$ cat config.mk
export PLATFORM = sky130hd
export DESIGN_NAME = bp_coh_link_quiesce_repeater
export DESIGN_NICKNAME = d
export VERILOG_FILES = /design/src/rtl/bp_me_pkg.sv /design/src/rtl/bsg_two_fifo.sv /design/src/rtl/bp_coh_link_quiesce_repeater.sv
export SDC_FILE = /design/constraint.sdc
export NUM_CORES = 1
export LEC_CHECK = 0
export BUFFER_PORTS_ARGS = -buffer_cell sky130_fd_sc_hd__buf_4
export CORE_ASPECT_RATIO = 1.4
export CORE_MARGIN = 5
export CORE_UTILIZATION = 45
export CTS_BUF_LIST = sky130_fd_sc_hd__clkbuf_4 sky130_fd_sc_hd__clkbuf_8
export CTS_CLUSTER_DIAMETER = 60
export CTS_CLUSTER_SIZE = 20
export DETAILED_ROUTE_END_ITERATION = 10
export PLACE_DENSITY_LB_ADDON = 0.15
export SLEW_MARGIN = 20
export SYNTH_ARGS = -nofsm -noshare
export SYNTH_HDL_FRONTEND = slang
export SYNTH_SLANG_ARGS = --single-unit
$ cat constraint.sdc
create_clock -name bp_clk_i -period 5.2 [get_ports bp_clk_i]
set_clock_uncertainty 0.1 [all_clocks]
set_input_delay 0.26 -clock bp_clk_i [delete_from_list [all_inputs] [get_ports bp_clk_i]]
set_output_delay 0.26 -clock bp_clk_i [all_outputs]
set_load 0.05 [all_outputs]
$ cat src/rtl/bp_me_pkg.sv
// Shared types for the BlackParrot coherence-link repeater.
//   bp_coh_link_state_e : input-side packet tracker states
//   `BP_COH_LINK_HDR_S  : header-flit field view {len, cord}, widths by macro args
`ifndef BP_ME_PKG_HDR_GUARD
`define BP_ME_PKG_HDR_GUARD
`define BP_COH_LINK_HDR_S(cord_w, len_w) \
  struct packed {                          \
    logic [(len_w)-1:0]  len;              \
    logic [(cord_w)-1:0] cord;             \
  }
`endif

package bp_me_pkg;

  localparam int unsigned coh_noc_flit_width_p = 32;

  typedef enum logic [1:0] {
    eIdle     = 2'd0,
    eBody     = 2'd1,
    eQuiesced = 2'd2
  } bp_coh_link_state_e;

endpackage

$ cat src/rtl/bsg_two_fifo.sv
// Two-entry FIFO with valid/ready on the write side and valid/yumi on the read side.
//   clk_i, reset_i   : clock, async active-high reset
//   data_i, v_i      : write data / write request (ignored when full)
//   ready_o          : FIFO not full
//   data_o, v_o      : head entry / FIFO not empty
//   yumi_i           : consumer takes the head this cycle
module bsg_two_fifo #(
  parameter int unsigned width_p = 8
) (
  input  logic               clk_i,
  input  logic               reset_i,
  input  logic [width_p-1:0] data_i,
  input  logic               v_i,
  output logic               ready_o,
  output logic [width_p-1:0] data_o,
  output logic               v_o,
  input  logic               yumi_i
);

  logic [width_p-1:0] mem [2];
  logic               rd_ptr;
  logic               wr_ptr;
  logic [1:0]         count;
  logic               push;
  logic               pop;

  assign push    = v_i & ready_o;
  assign pop     = yumi_i & v_o;
  assign ready_o = (count != 2'd2);
  assign v_o     = (count != 2'd0);
  assign data_o  = mem[rd_ptr];

  // Pointers and occupancy
  always_ff @(posedge clk_i or posedge reset_i) begin
    if (reset_i) begin
      rd_ptr <= 1'b0;
      wr_ptr <= 1'b0;
      count  <= 2'd0;
    end else begin
      if (push) wr_ptr <= ~wr_ptr;
      if (pop)  rd_ptr <= ~rd_ptr;
      count <= count + 2'(push) - 2'(pop);
    end
  end

  // Storage; contents are don't-care while the slot is empty
  always_ff @(posedge clk_i) begin
    if (push) mem[wr_ptr] <= data_i;
  end

endmodule

$ cat src/rtl/bp_coh_link_quiesce_repeater.sv
// One-direction registered repeater for a coherence-network link between stacked pods.
// Tracks wormhole packet boundaries so the link can be closed only between packets.
//   bp_clk_i, bp_reset_i           : clock, async active-high reset
//   in_data_i, in_v_i, in_ready_and_o   : upstream flit handshake
//   out_data_o, out_v_o, out_ready_and_i: downstream flit handshake
//   quiesce_i                      : stop admitting new packets
//   quiesced_o                     : closed and drained
//   pkt_count_o                    : packets fully accepted on the input (wrapping)
module bp_coh_link_quiesce_repeater
  import bp_me_pkg::*;
#(
  parameter int unsigned flit_width_p  = coh_noc_flit_width_p,
  parameter int unsigned cord_width_p  = 7,
  parameter int unsigned len_width_p   = 5,
  parameter int unsigned count_width_p = 16
) (
  input  logic                     bp_clk_i,
  input  logic                     bp_reset_i,
  input  logic [flit_width_p-1:0]  in_data_i,
  input  logic                     in_v_i,
  output logic                     in_ready_and_o,
  output logic [flit_width_p-1:0]  out_data_o,
  output logic                     out_v_o,
  input  logic                     out_ready_and_i,
  input  logic                     quiesce_i,
  output logic                     quiesced_o,
  output logic [count_width_p-1:0] pkt_count_o
);

  localparam int unsigned hdr_width_lp = cord_width_p + len_width_p;

  typedef `BP_COH_LINK_HDR_S(cord_width_p, len_width_p) hdr_s;

  function automatic logic [len_width_p-1:0] hdr_len(input hdr_s h);
    return h.len;
  endfunction

  bp_coh_link_state_e     state;
  logic [len_width_p-1:0] rem;
  logic [len_width_p-1:0] len_li;
  logic                   fifo_ready;
  logic                   in_fire;

  assign len_li  = hdr_len(hdr_s'(in_data_i[hdr_width_lp-1:0]));

  // Ready depends only on registered state, FIFO fullness and reset
  assign in_ready_and_o = (state != eQuiesced) && fifo_ready && !bp_reset_i;
  assign in_fire        = in_v_i && in_ready_and_o;
  assign quiesced_o     = (state == eQuiesced) && !out_v_o;

  bsg_two_fifo #(
    .width_p(flit_width_p)
  ) buffer (
    .clk_i  (bp_clk_i),
    .reset_i(bp_reset_i),
    .data_i (in_data_i),
    .v_i    (in_fire),
    .ready_o(fifo_ready),
    .data_o (out_data_o),
    .v_o    (out_v_o),
    .yumi_i (out_ready_and_i)
  );

  // Packet-boundary tracker: quiesce closes only in eIdle or at the last body flit
  always_ff @(posedge bp_clk_i or posedge bp_reset_i) begin
    if (bp_reset_i) begin
      state       <= eIdle;
      rem         <= '0;
      pkt_count_o <= '0;
    end else begin
      case (state)
        eIdle: begin
          if (in_fire) begin
            if (len_li == '0) begin
              pkt_count_o <= pkt_count_o + count_width_p'(1);
            end else begin
              rem   <= len_li;
              state <= eBody;
            end
          end else if (quiesce_i) begin
            state <= eQuiesced;
          end
        end
        eBody: begin
          if (in_fire) begin
            rem <= rem - len_width_p'(1);
            if (rem == len_width_p'(1)) begin
              pkt_count_o <= pkt_count_o + count_width_p'(1);
              state       <= quiesce_i ? eQuiesced : eIdle;
            end
          end
        end
        eQuiesced: begin
          if (!quiesce_i) state <= eIdle;
        end
        default: state <= eIdle;
      endcase
    end
  end

endmodule

==> results of run 1 <==
[repair_timing]
item,in CTS,in global routing
setup endpoints to repair,0,0
hold buffers,29,1
setup buffers,0,0
hold endpoints to repair,58,27
[layout make-up]
class	count	share of cell area
clock inverter	7	0.0174
clock buffer	9	0.0239
sequential	91	0.501
tap	105	0.0254
multi-input combinational	136	0.240
timing repair buffer	120	0.188
inverter	5	0.00362
[metal layers]
layer,global-route usage,share of wire
met2,0.269,0.53
met4,0.0614,0.020
met3,0.0419,0.056
met5,0,0
met1,0.169,0.39
[Yosys cell counts, types with 3 or more instances]
library cell,n
a21oi_1,3
and2_1,4
clkbuf_1,5
dfrtp_1,27
edfxtp_1,64
ha_1,5
inv_1,5
mux2_2,32
nand2_1,7
nand3_1,3
nor2_1,6
nor3_1,5
nor3b_1,3
nor4_2,9
nor4b_2,3
o211ai_1,3
o2bb2ai_1,3
xor2_1,17
[flip-flops by register name, indices dropped and copies added (netlist names)]
name and cells:
buffer.wr_ptr 1, buffer.count 2, rem 5, pkt_count_o 16
buffer.rd_ptr 1, buffer.mem 64, state 2
[through the flow]
stage	std cells	area, sq um
after floorplan	241	3890
after global placement	427	4670
final	473	5180
after global routing	473	5180
after CTS	472	5170
after detailed placement	427	4670
[logic make-up after synthesis]
kind of cell             after synthesis  share of synthesized area
AND/OR/NAND/NOR                       60                      0.122
AO/OA/AOI/OAI                         18                     0.0386
flip-flops                            91                      0.667
XOR/XNOR                              19                     0.0427
adder cells (fa/ha/maj)                5                     0.0161
buffers and inverters                 14                     0.0154
multiplexers                          34                     0.0980
[report_power, final]
part / leakage [nW] / switching, mW / internal [mW]
Sequential: 0.935 / 0.0833 / 0.894
Clock: 0.109 / 0.239 / 0.270
Combinational: 1.04 / 0.679 / 0.373
[worst max-delay path by stage]
stage	depth (start not counted)	to	startpoint
after floorplan	2	buffer.mem[0][0]	buffer.count[1]
after global placement	4	buffer.mem[1][15]	state[1]
after detailed placement	4	buffer.mem[1][15]	state[1]
after CTS	3	out_data_o[11]	buffer.rd_ptr
after global routing	3	out_data_o[11]	buffer.rd_ptr
final	3	out_data_o[11]	buffer.rd_ptr
==> results.sh, run 1 <==
export IMPL_min_path_cells=1
export IMPL_drtIter0Drc=57
export IMPL_postSynthAreaPerCell_sq_um=16.2
export IMPL_critPathLaunchType="flop"
export IMPL_grt_overflow_total=0
export IMPL_utilization=0.609
export IMPL_grt_max_degree=33
export IMPL_numClockSinks=91
export IMPL_timing_rr_start="state[1]"
export IMPL_synth_area_leader_cell="edfxtp_1"
export IMPL_clock_path_buffers=2
export IMPL_ant_nets=0
export IMPL_antenna_found_initial=0
export IMPL_clk_pin_slew_ns=0.08
export IMPL_yosys_most_used_dff="edfxtp_1"
export IMPL_cts_tree="yes"
export IMPL_crit_arrival_ns=1.90
export IMPL_synth_top_area_frac=0.494
export IMPL_die_area_sq_mm=0.0106
export IMPL_slowest_stage="dfrtp_1"
export IMPL_h_tree_depth=3
export IMPL_layout_common_cells="90 x buf_4, 64 x edfxtp_1, 32 x mux2_2, 30 x dlygate4sd3_1, 27 x dfrtp_1"
export IMPL_routed_wl_microns=7750
export IMPL_core_rowCount=40
export IMPL_synth_distinct_cells=47
export IMPL_fmax_mhz=443
export IMPL_final_period_utilization=0.434
export IMPL_ff2ff_setup_slack_ns=3.20
export IMPL_grt_pass1_wl_microns=12300
export IMPL_dp_hpwl_microns=5270
export IMPL_cts_root_buf="clkbuf_8"
export IMPL_hold_worst_slack_ns=0.0278
export IMPL_ir_drop_v=0.000304
export IMPL_required_ns=4.84
export IMPL_power_mw=2.54
export IMPL_die_y_microns=120
export IMPL_synth_async_sr_flop_share=0.297
export IMPL_clk_latency_ns=0.35
export IMPL_reg2regPathDepth=4
export IMPL_worst_slew_pin_slew_ns=0.987
export IMPL_rsz0062_at_grt="false"
export IMPL_synth_cells=241
export IMPL_cp_slowest_stage_delay_ns=0.52
export IMPL_hold_violations=0
export IMPL_grt_util_all_layers=0.153
export IMPL_seqCellArea_sq_mm=0.00260
export IMPL_tns_ns=0
export IMPL_end_kind="output port"
export IMPL_die_w_microns=88.6
export IMPL_syn_area_sq_mm=0.00389
export IMPL_drc=0
export IMPL_drv_cap=0
export IMPL_grt_pass1_vias=2567
export IMPL_synth_edf_count=64
export IMPL_slew_headroom=0.342
export IMPL_hp_class="in -> reg"
export IMPL_area_growth_pct=33.0
export IMPL_wl_per_cell_microns=16.4
export IMPL_outcome="finished clean"
export IMPL_io_pins=88
export IMPL_start_util=0.458
export IMPL_cts_resized=0
export IMPL_antenna_cells=0
export IMPL_p_leak_nw=2.08
export IMPL_via_per_inst=5.11
export IMPL_slew_violations=0
export IMPL_setup_ws_ns=2.94
export IMPL_dp_slack_ns=3.20
export IMPL_core_area_sq_mm=0.00851
export IMPL_port_buffers=87
export IMPL_final_common_cell="buf_4"
export IMPL_ys_seq_area_frac=0.667
export IMPL_cp_max_fo=27
export IMPL_drive_gt1_frac=0.432
export IMPL_synth_area_leaders="edfxtp_1 49%, dfrtp_1 17%, mux2_2 9.3%, xor2_1 3.8%, nor4_2 2.9%"
export IMPL_multi_input_area_sq_mm=0.00124
export IMPL_power_density_mw_per_mm2=490
export IMPL_setup_viol_count_final=0
export IMPL_gp_congestion=0.803
export IMPL_hold_path_startpoint="in_data_i[10]"
export IMPL_fin_nets=405
export IMPL_cp_cell_sequence="buf_4, mux2_2, buf_4"
export IMPL_hold_end="buffer.mem[0][10]"
export IMPL_crit_top_cell="buf_4"
export IMPL_fin_crit_ns=2.26
export IMPL_fill_cells=674
export IMPL_crit_buf_inv=2
export IMPL_synth_nets=283
export IMPL_dr_total_vias=2418
export IMPL_dr_pass1_iters=4
export IMPL_critical_path_top_delay_family="buffers and inverters"
export IMPL_timing_rr_end="buffer.mem[1][22]"
export IMPL_ys_warn_count=0
export IMPL_synth_ff_latch_count=91
export IMPL_critical_path_class="reg -> out"
export IMPL_cts_buffers_inserted=9
(Power assumes the default switching activity.)
==> run 2: changes to the inputs <==
==> constraint.sdc (replaced) <==
create_clock -name bp_clk_i -period 2.3 [get_ports bp_clk_i]
set_clock_uncertainty 0.1 [all_clocks]
set_input_delay 0.115 -clock bp_clk_i [delete_from_list [all_inputs] [get_ports bp_clk_i]]
set_output_delay 0.115 -clock bp_clk_i [all_outputs]
set_load 0.05 [all_outputs]
==> run 2 against run 1 <==
Net effect:
- via count rose by 1.2%
- highest routed layer unchanged
- total power up 130%
- routed wire length increased by 1.2%
- sequential share of layout area fell by 1.1 points
- global-route usage rose by 0.41 points
- hold slack better by 0.14 ns
- setup slack got worse by 2.6 ns
- utilization increased by 1.3 points
- sequential cell count did not move
- final area increased by 2.1%
==> results.sh, run 2 (same netlist as run 1, synthesis figures left out) <==
export IMPL_outcome="finished clean"
export IMPL_hold_violations=0
export IMPL_dp_hpwl_microns=5380
export IMPL_cp_max_fo=8
export IMPL_final_common_cell="buf_4"
export IMPL_grt_overflow_total=0
export IMPL_die_area_sq_mm=0.0106
export IMPL_ir_drop_v=0.000524
export IMPL_drive_gt1_frac=0.437
export IMPL_required_ns=2.43
export IMPL_power_density_mw_per_mm2=1090
export IMPL_slew_violations=0
export IMPL_fin_nets=415
export IMPL_h_tree_depth=3
export IMPL_core_rowCount=40
export IMPL_die_y_microns=120
export IMPL_routed_wl_microns=7840
export IMPL_dp_slack_ns=0.361
export IMPL_cts_buffers_inserted=9
export IMPL_via_per_inst=5.06
export IMPL_cts_root_buf="clkbuf_8"
export IMPL_clock_path_buffers=2
export IMPL_critPathLaunchType="flop"
export IMPL_layout_common_cells="93 x buf_4, 64 x edfxtp_1, 35 x dlygate4sd3_1, 32 x mux2_2, 27 x dfrtp_1"
export IMPL_die_w_microns=88.6
export IMPL_setup_ws_ns=0.369
export IMPL_tns_ns=0
export IMPL_worst_slew_pin_slew_ns=0.443
export IMPL_setup_viol_count_final=0
export IMPL_drv_cap=0
export IMPL_min_path_cells=4
export IMPL_hp_class="in -> reg"
export IMPL_drc=0
export IMPL_wl_per_cell_microns=16.2
export IMPL_final_period_utilization=0.839
export IMPL_grt_pass1_wl_microns=12800
export IMPL_grt_max_degree=33
export IMPL_fmax_mhz=518
export IMPL_start_util=0.458
export IMPL_drtIter0Drc=104
export IMPL_fin_crit_ns=1.93
export IMPL_largest_registers="buffer.mem x64, pkt_count_o x16, rem x5"
export IMPL_io_pins=88
export IMPL_rsz0062_at_grt="false"
export IMPL_core_area_sq_mm=0.00851
export IMPL_crit_arrival_ns=2.06
export IMPL_critical_path_class="reg -> reg"
export IMPL_end_kind="flop"
export IMPL_top_register="buffer.mem"
export IMPL_port_buffers=87
export IMPL_gp_congestion=0.796
export IMPL_ant_nets=0
export IMPL_clk_latency_ns=0.35
export IMPL_cts_setup_buffers=0
export IMPL_p_leak_nw=2.13
export IMPL_largest_reg_flops=64
export IMPL_slew_headroom=0.704
export IMPL_dr_total_vias=2446
export IMPL_dr_pass1_iters=4
export IMPL_area_growth_pct=35.9
export IMPL_cts_tree="yes"
export IMPL_antenna_cells=0
export IMPL_grt_util_all_layers=0.157
export IMPL_grt_pass1_vias=2668
export IMPL_clk_pin_slew_ns=0.08
export IMPL_reg2regPathDepth=6
export IMPL_numClockSinks=91
export IMPL_antenna_found_initial=0
[run 2: what timing repair did]
action,4_1_cts,5_1_grt
resized for setup,0,0
hold endpoints to repair,95,0
hold buffers,35,0
[run 2: worst paths after layout]
check | slack [ns] | endpoint | from
min | 0.17 | buffer.wr_ptr | in_v_i
max | 0.37 | pkt_count_o[1] | rem[1]
min in group asynchronous | 0.31 | pkt_count_o[5] | bp_reset_i
max in group asynchronous | 1.51 | pkt_count_o[11] | bp_reset_i
min reg2reg | 0.37 | pkt_count_o[15] | pkt_count_o[15]
max reg2reg | 0.37 | pkt_count_o[1] | rem[1]
[run 2: power by group]
group	total, mW	switching [mW]	internal (mW)
Sequential	2.22	0.201	2.02
Combinational	2.46	1.55	0.910
Clock	1.08	0.528	0.557
[run 2: final cells by class]
class,instances,area [sq um]
Clock inverter,4,51.3
Clock buffer,12,153
Tap cell,105,131
Timing Repair Buffer,130,1090
Sequential cell,91,2600
Fill cell,680,3220
Multi-Input combinational cell,136,1250
Inverter,5,18.8
[run 2: per-layer routing]
layer / track usage / up-vias / part of all wire
met4: 0.0747 / 0 / 0.021
met5: 0 / - / 0
li1: - / 1173 / -
met3: 0.0254 / 11 / 0.042
met1: 0.180 / 1207 / 0.39
met2: 0.277 / 55 / 0.54
[run 2: metrics by stage]
step	std cells	cell area (sq um)	utilization	total power [mW]	hold WS, ns
5_1_grt	483	5290	0.622	6.04	0.163
3_5_place_dp	432	4740	0.557	4.69	0.126
2_1_floorplan	241	3910	-	3.98	0.0677
3_3_place_gp	432	4740	0.557	4.66	0.131
4_1_cts	483	5290	0.622	5.84	0.153
6_report	483	5290	0.622	5.76	0.165
[run 2: critical path, cell delays in order (launching register included)]
cell     delay, ns
dfrtp_1       0.39
inv_1         0.10
ha_1          0.16
nor4b_4       0.39
nor2_4        0.13
nor3_2        0.20
mux2_1        0.34
==> run 3: changes to the inputs <==
--- a/config.mk
+++ b/config.mk
@@ -5,6 +5,7 @@
 export SDC_FILE = /design/constraint.sdc
 export NUM_CORES = 1
 export LEC_CHECK = 0
+export ABC_AREA = 1
 export BUFFER_PORTS_ARGS = -buffer_cell sky130_fd_sc_hd__buf_4
 export CORE_ASPECT_RATIO = 1.4
 export CORE_MARGIN = 5
==> constraint.sdc (replaced) <==
create_clock -name bp_clk_i -period 1.6 [get_ports bp_clk_i]
set_clock_uncertainty 0.1 [all_clocks]
set_input_delay 0.08 -clock bp_clk_i [delete_from_list [all_inputs] [get_ports bp_clk_i]]
set_output_delay 0.08 -clock bp_clk_i [all_outputs]
set_load 0.05 [all_outputs]
==> run 3 against run 2 <==
Net effect:
- the run now ends with negative setup slack left
- first-iteration DRC count decreased by 2.9%
- largest power group unchanged
- non-clock buffer count increased by 15
- setup slack got worse by 0.47 ns
- largest cell class unchanged
==> results.sh, run 3 <==
export IMPL_cp_cell_sequence="buf_4, buf_16, mux2_2, buf_6"
export IMPL_ant_nets=0
export IMPL_grt_util_all_layers=0.168
export IMPL_final_common_cell="nand2_1"
export IMPL_antenna_cells=0
export IMPL_hp_class="in -> reg"
export IMPL_clock_path_buffers=2
export IMPL_dp_slack_ns=-0.000318
export IMPL_yosys_most_used_dff="edfxtp_1"
export IMPL_antenna_found_initial=0
export IMPL_die_w_microns=90.0
export IMPL_critical_path_class="reg -> out"
export IMPL_clk_latency_ns=0.35
export IMPL_fill_cells=671
export IMPL_stdcell_area_sq_mm=0.00586
export IMPL_final_period_utilization=1.06
export IMPL_core_area_sq_mm=0.00887
export IMPL_cts_tree="yes"
export IMPL_intPower_mw=5.67
export IMPL_dr_total_vias=2934
export IMPL_required_ns=1.42
export IMPL_wl_per_cell_microns=15.6
export IMPL_port_buffers=87
export IMPL_postSynthAreaPerCell_sq_um=12.2
export IMPL_synth_most_common_cell="nand2_1"
export IMPL_cp_max_fo=9
export IMPL_critical_path_top_delay_family="buffers and inverters"
export IMPL_drv_cap=0
export IMPL_io_pins=88
export IMPL_drtIter0Drc=101
export IMPL_synth_area_leader_cell="edfxtp_1"
export IMPL_worst_slew_pin_slew_ns=0.312
export IMPL_crit_buf_inv=3
export IMPL_power_mw=9.53
export IMPL_syn_area_sq_mm=0.00403
export IMPL_synth_async_sr_flop_share=0.297
export IMPL_synth_distinct_cells=32
export IMPL_dr_pass1_iters=4
export IMPL_start_util=0.455
export IMPL_stdcell_count=594
export IMPL_cts_buffers_inserted=9
export IMPL_layout_common_cells="76 x nand2_1, 69 x buf_4, 64 x edfxtp_1, 35 x buf_6, 34 x dlygate4sd3_1"
export IMPL_dr_wl_met3_microns=422
export IMPL_grt_pass1_vias=3026
export IMPL_largest_registers="buffer.mem x64, pkt_count_o x16, rem x5"
export IMPL_synth_ff_latch_count=91
export IMPL_outcome="finished with violations"
export IMPL_area_growth_pct=45.3
export IMPL_fin_nets=524
export IMPL_drive_gt1_frac=0.413
export IMPL_ys_warn_count=0
export IMPL_via_per_inst=4.94
export IMPL_violations="negative setup slack"
export IMPL_dpl_cell_area_sq_mm=0.00498
export IMPL_end_kind="output port"
export IMPL_power_density_mw_per_mm2=1630
export IMPL_slew_headroom=0.792
export IMPL_hold_violations=0
export IMPL_slew_violations=0
export IMPL_fin_crit_ns=1.70
export IMPL_cp_slowest_stage_delay_ns=0.43
export IMPL_p_switching_mw=3.86
export IMPL_synth_common_cells="80 x nand2_1, 64 x edfxtp_1, 32 x mux2_2, 27 x dfrtp_1, 22 x nor2_1"
export IMPL_critPathLaunchType="flop"
export IMPL_synth_area_leaders="edfxtp_1 48%, dfrtp_1 17%, mux2_2 8.9%, nand2_1 7.4%, nor2_1 2.0%"
export IMPL_tns_ns=-2.57
export IMPL_fmax_mhz=588
export IMPL_gp_congestion=0.831
export IMPL_cts_root_buf="clkbuf_8"
export IMPL_p_sw_frac=0.405
export IMPL_numClockSinks=91
export IMPL_ir_drop_v=0.000971
export IMPL_synth_nets=373
export IMPL_core_rowCount=41
export IMPL_largest_reg_flops=64
export IMPL_die_y_microns=122
export IMPL_die_area_sq_mm=0.0110
export IMPL_setup_ws_ns=-0.101
export IMPL_ff2ff_setup_slack_ns=0.03
export IMPL_timing_rr_start="state[1]"
export IMPL_grt_pass1_wl_microns=14600
export IMPL_m1WireLength_microns=3470
export IMPL_synth_cells=331
export IMPL_pwr_share_comb=0.507
export IMPL_ys_seq_area_frac=0.644
export IMPL_top_register="buffer.mem"
export IMPL_grt_overflow_total=0
export IMPL_reg2regPathDepth=4
export IMPL_top_layer="met4"
export IMPL_drc=0
export IMPL_hold_path_startpoint="quiesce_i"
export IMPL_synth_edf_count=64
export IMPL_pwr_share_seq=0.331
export IMPL_setup_viol_count_final=32
export IMPL_crit_arrival_ns=1.52
export IMPL_dp_hpwl_microns=5960
export IMPL_met2_length_microns=5220
export IMPL_h_tree_depth=3
export IMPL_p_leak_nw=2.39
export IMPL_hold_end="state[1]"
export IMPL_min_path_cells=4
export IMPL_place_inst=531
export IMPL_clkPwrFrac=0.162
export IMPL_clk_pin_slew_ns=0.09
export IMPL_slowest_stage="dfrtp_2"
export IMPL_rsz0062_at_grt="true"
export IMPL_routed_wl_microns=9250
export IMPL_timing_rr_end="buffer.mem[0][30]"
export IMPL_grt_max_degree=29
export IMPL_synth_top_area_frac=0.476
export IMPL_crit_start="buffer.rd_ptr"
==> run 3: changes by cell type in the layout (fill, tap and decap cells not counted), moves of 5 or more <==
cell / delta
nand2_1: +69
buf_6: +35
buf_4: -24
inv_1: +13
xor2_1: -13
nor2_1: +10
o21ai_1: +10
nand3_1: +9
nor4_2: -9
inv_2: +8
nor2_4: +8
xnor2_1: +6
dfrtp_1: -5
dfrtp_2: +5
==> run 3: worst max-delay path by stage <==
| stage | endpoint | slack (ns) | cells past startpoint |
|---|---|---|---|
| global placement | buffer.count[1] | 0.04 | 7 |
| detailed placement | buffer.mem[1][4] | -0.0003 | 5 |
| floorplan | buffer.mem[0][0] | -0.15 | 3 |
| finish | out_data_o[28] | -0.10 | 4 |
| CTS | out_data_o[7] | -0.13 | 4 |
| global route | out_data_o[14] | -0.17 | 4 |
==> run 3: cell families (layout without fill, tap and decap cells) <==
group | Yosys count | after routing | share of synthesized area
AO/OA/AOI/OAI | 21 | 21 | 0.0276
XOR/XNOR | 13 | 13 | 0.0301
adder cells (fa/ha/maj) | 5 | 5 | 0.0155
multiplexers | 32 | 32 | 0.0893
buffers and inverters | 33 | 188 | 0.0344
AND/OR/NAND/NOR | 136 | 137 | 0.159
flip-flops | 91 | 91 | 0.644
==> run 3: timing repair <==
action / 4_1_cts / 5_1_grt
buffers inserted: 7 / 4
resized for setup: 38 / 18
pin swaps: 3 / 8
hold buffers: 34 / 0
gates cloned: 2 / 2
setup endpoints to repair: 77 / 116
endpoints found under the hold margin: 96 / 0
==> run 3: routing by layer <==
layer  track usage  vias up
li1              -     1429
met1         0.182     1414
met2         0.315       78
met3        0.0377       13
met4        0.0708        0
met5             0        -
==> run 3: stage by stage <==
| stage | utilization | hold slack [ns] |
|---|---|---|
| after global placement | 0.561 | -0.0957 |
| after CTS | 0.649 | 0.00890 |
| after global routing | 0.660 | 0.0593 |
| after floorplan | - | -0.0885 |
| final | 0.660 | 0.0636 |
| after detailed placement | 0.561 | -0.0909 |
==> run 3: power by group through the flow <==
stage,clock [mW],sequential [mW],combinational (mW)
6_report,1.54,3.15,4.83
2_1_floorplan,0,3.31,2.76
4_1_cts,1.58,3.14,4.67
3_3_place_gp,0,3.19,4.01
5_1_grt,1.69,3.20,5.11
3_5_place_dp,0,3.21,4.06
==> run 3: area by class of cell <==
class | count | area, sq um | area share
Tap cell | 107 | 134 | 0.0228
Sequential cell | 91 | 2600 | 0.444
Clock buffer | 10 | 131 | 0.0224
Timing Repair Buffer | 145 | 1410 | 0.240
Clock inverter | 6 | 63.8 | 0.0109
Inverter | 27 | 101 | 0.0173
Multi-Input combinational cell | 208 | 1420 | 0.243
==> run 3: worst reg2reg max path: stages (launching register included) <==
cell       delay (ns)
dfrtp_2          0.48
nand2_4          0.13
nand4_4          0.15
nor2_4           0.21
clkbuf_16        0.21
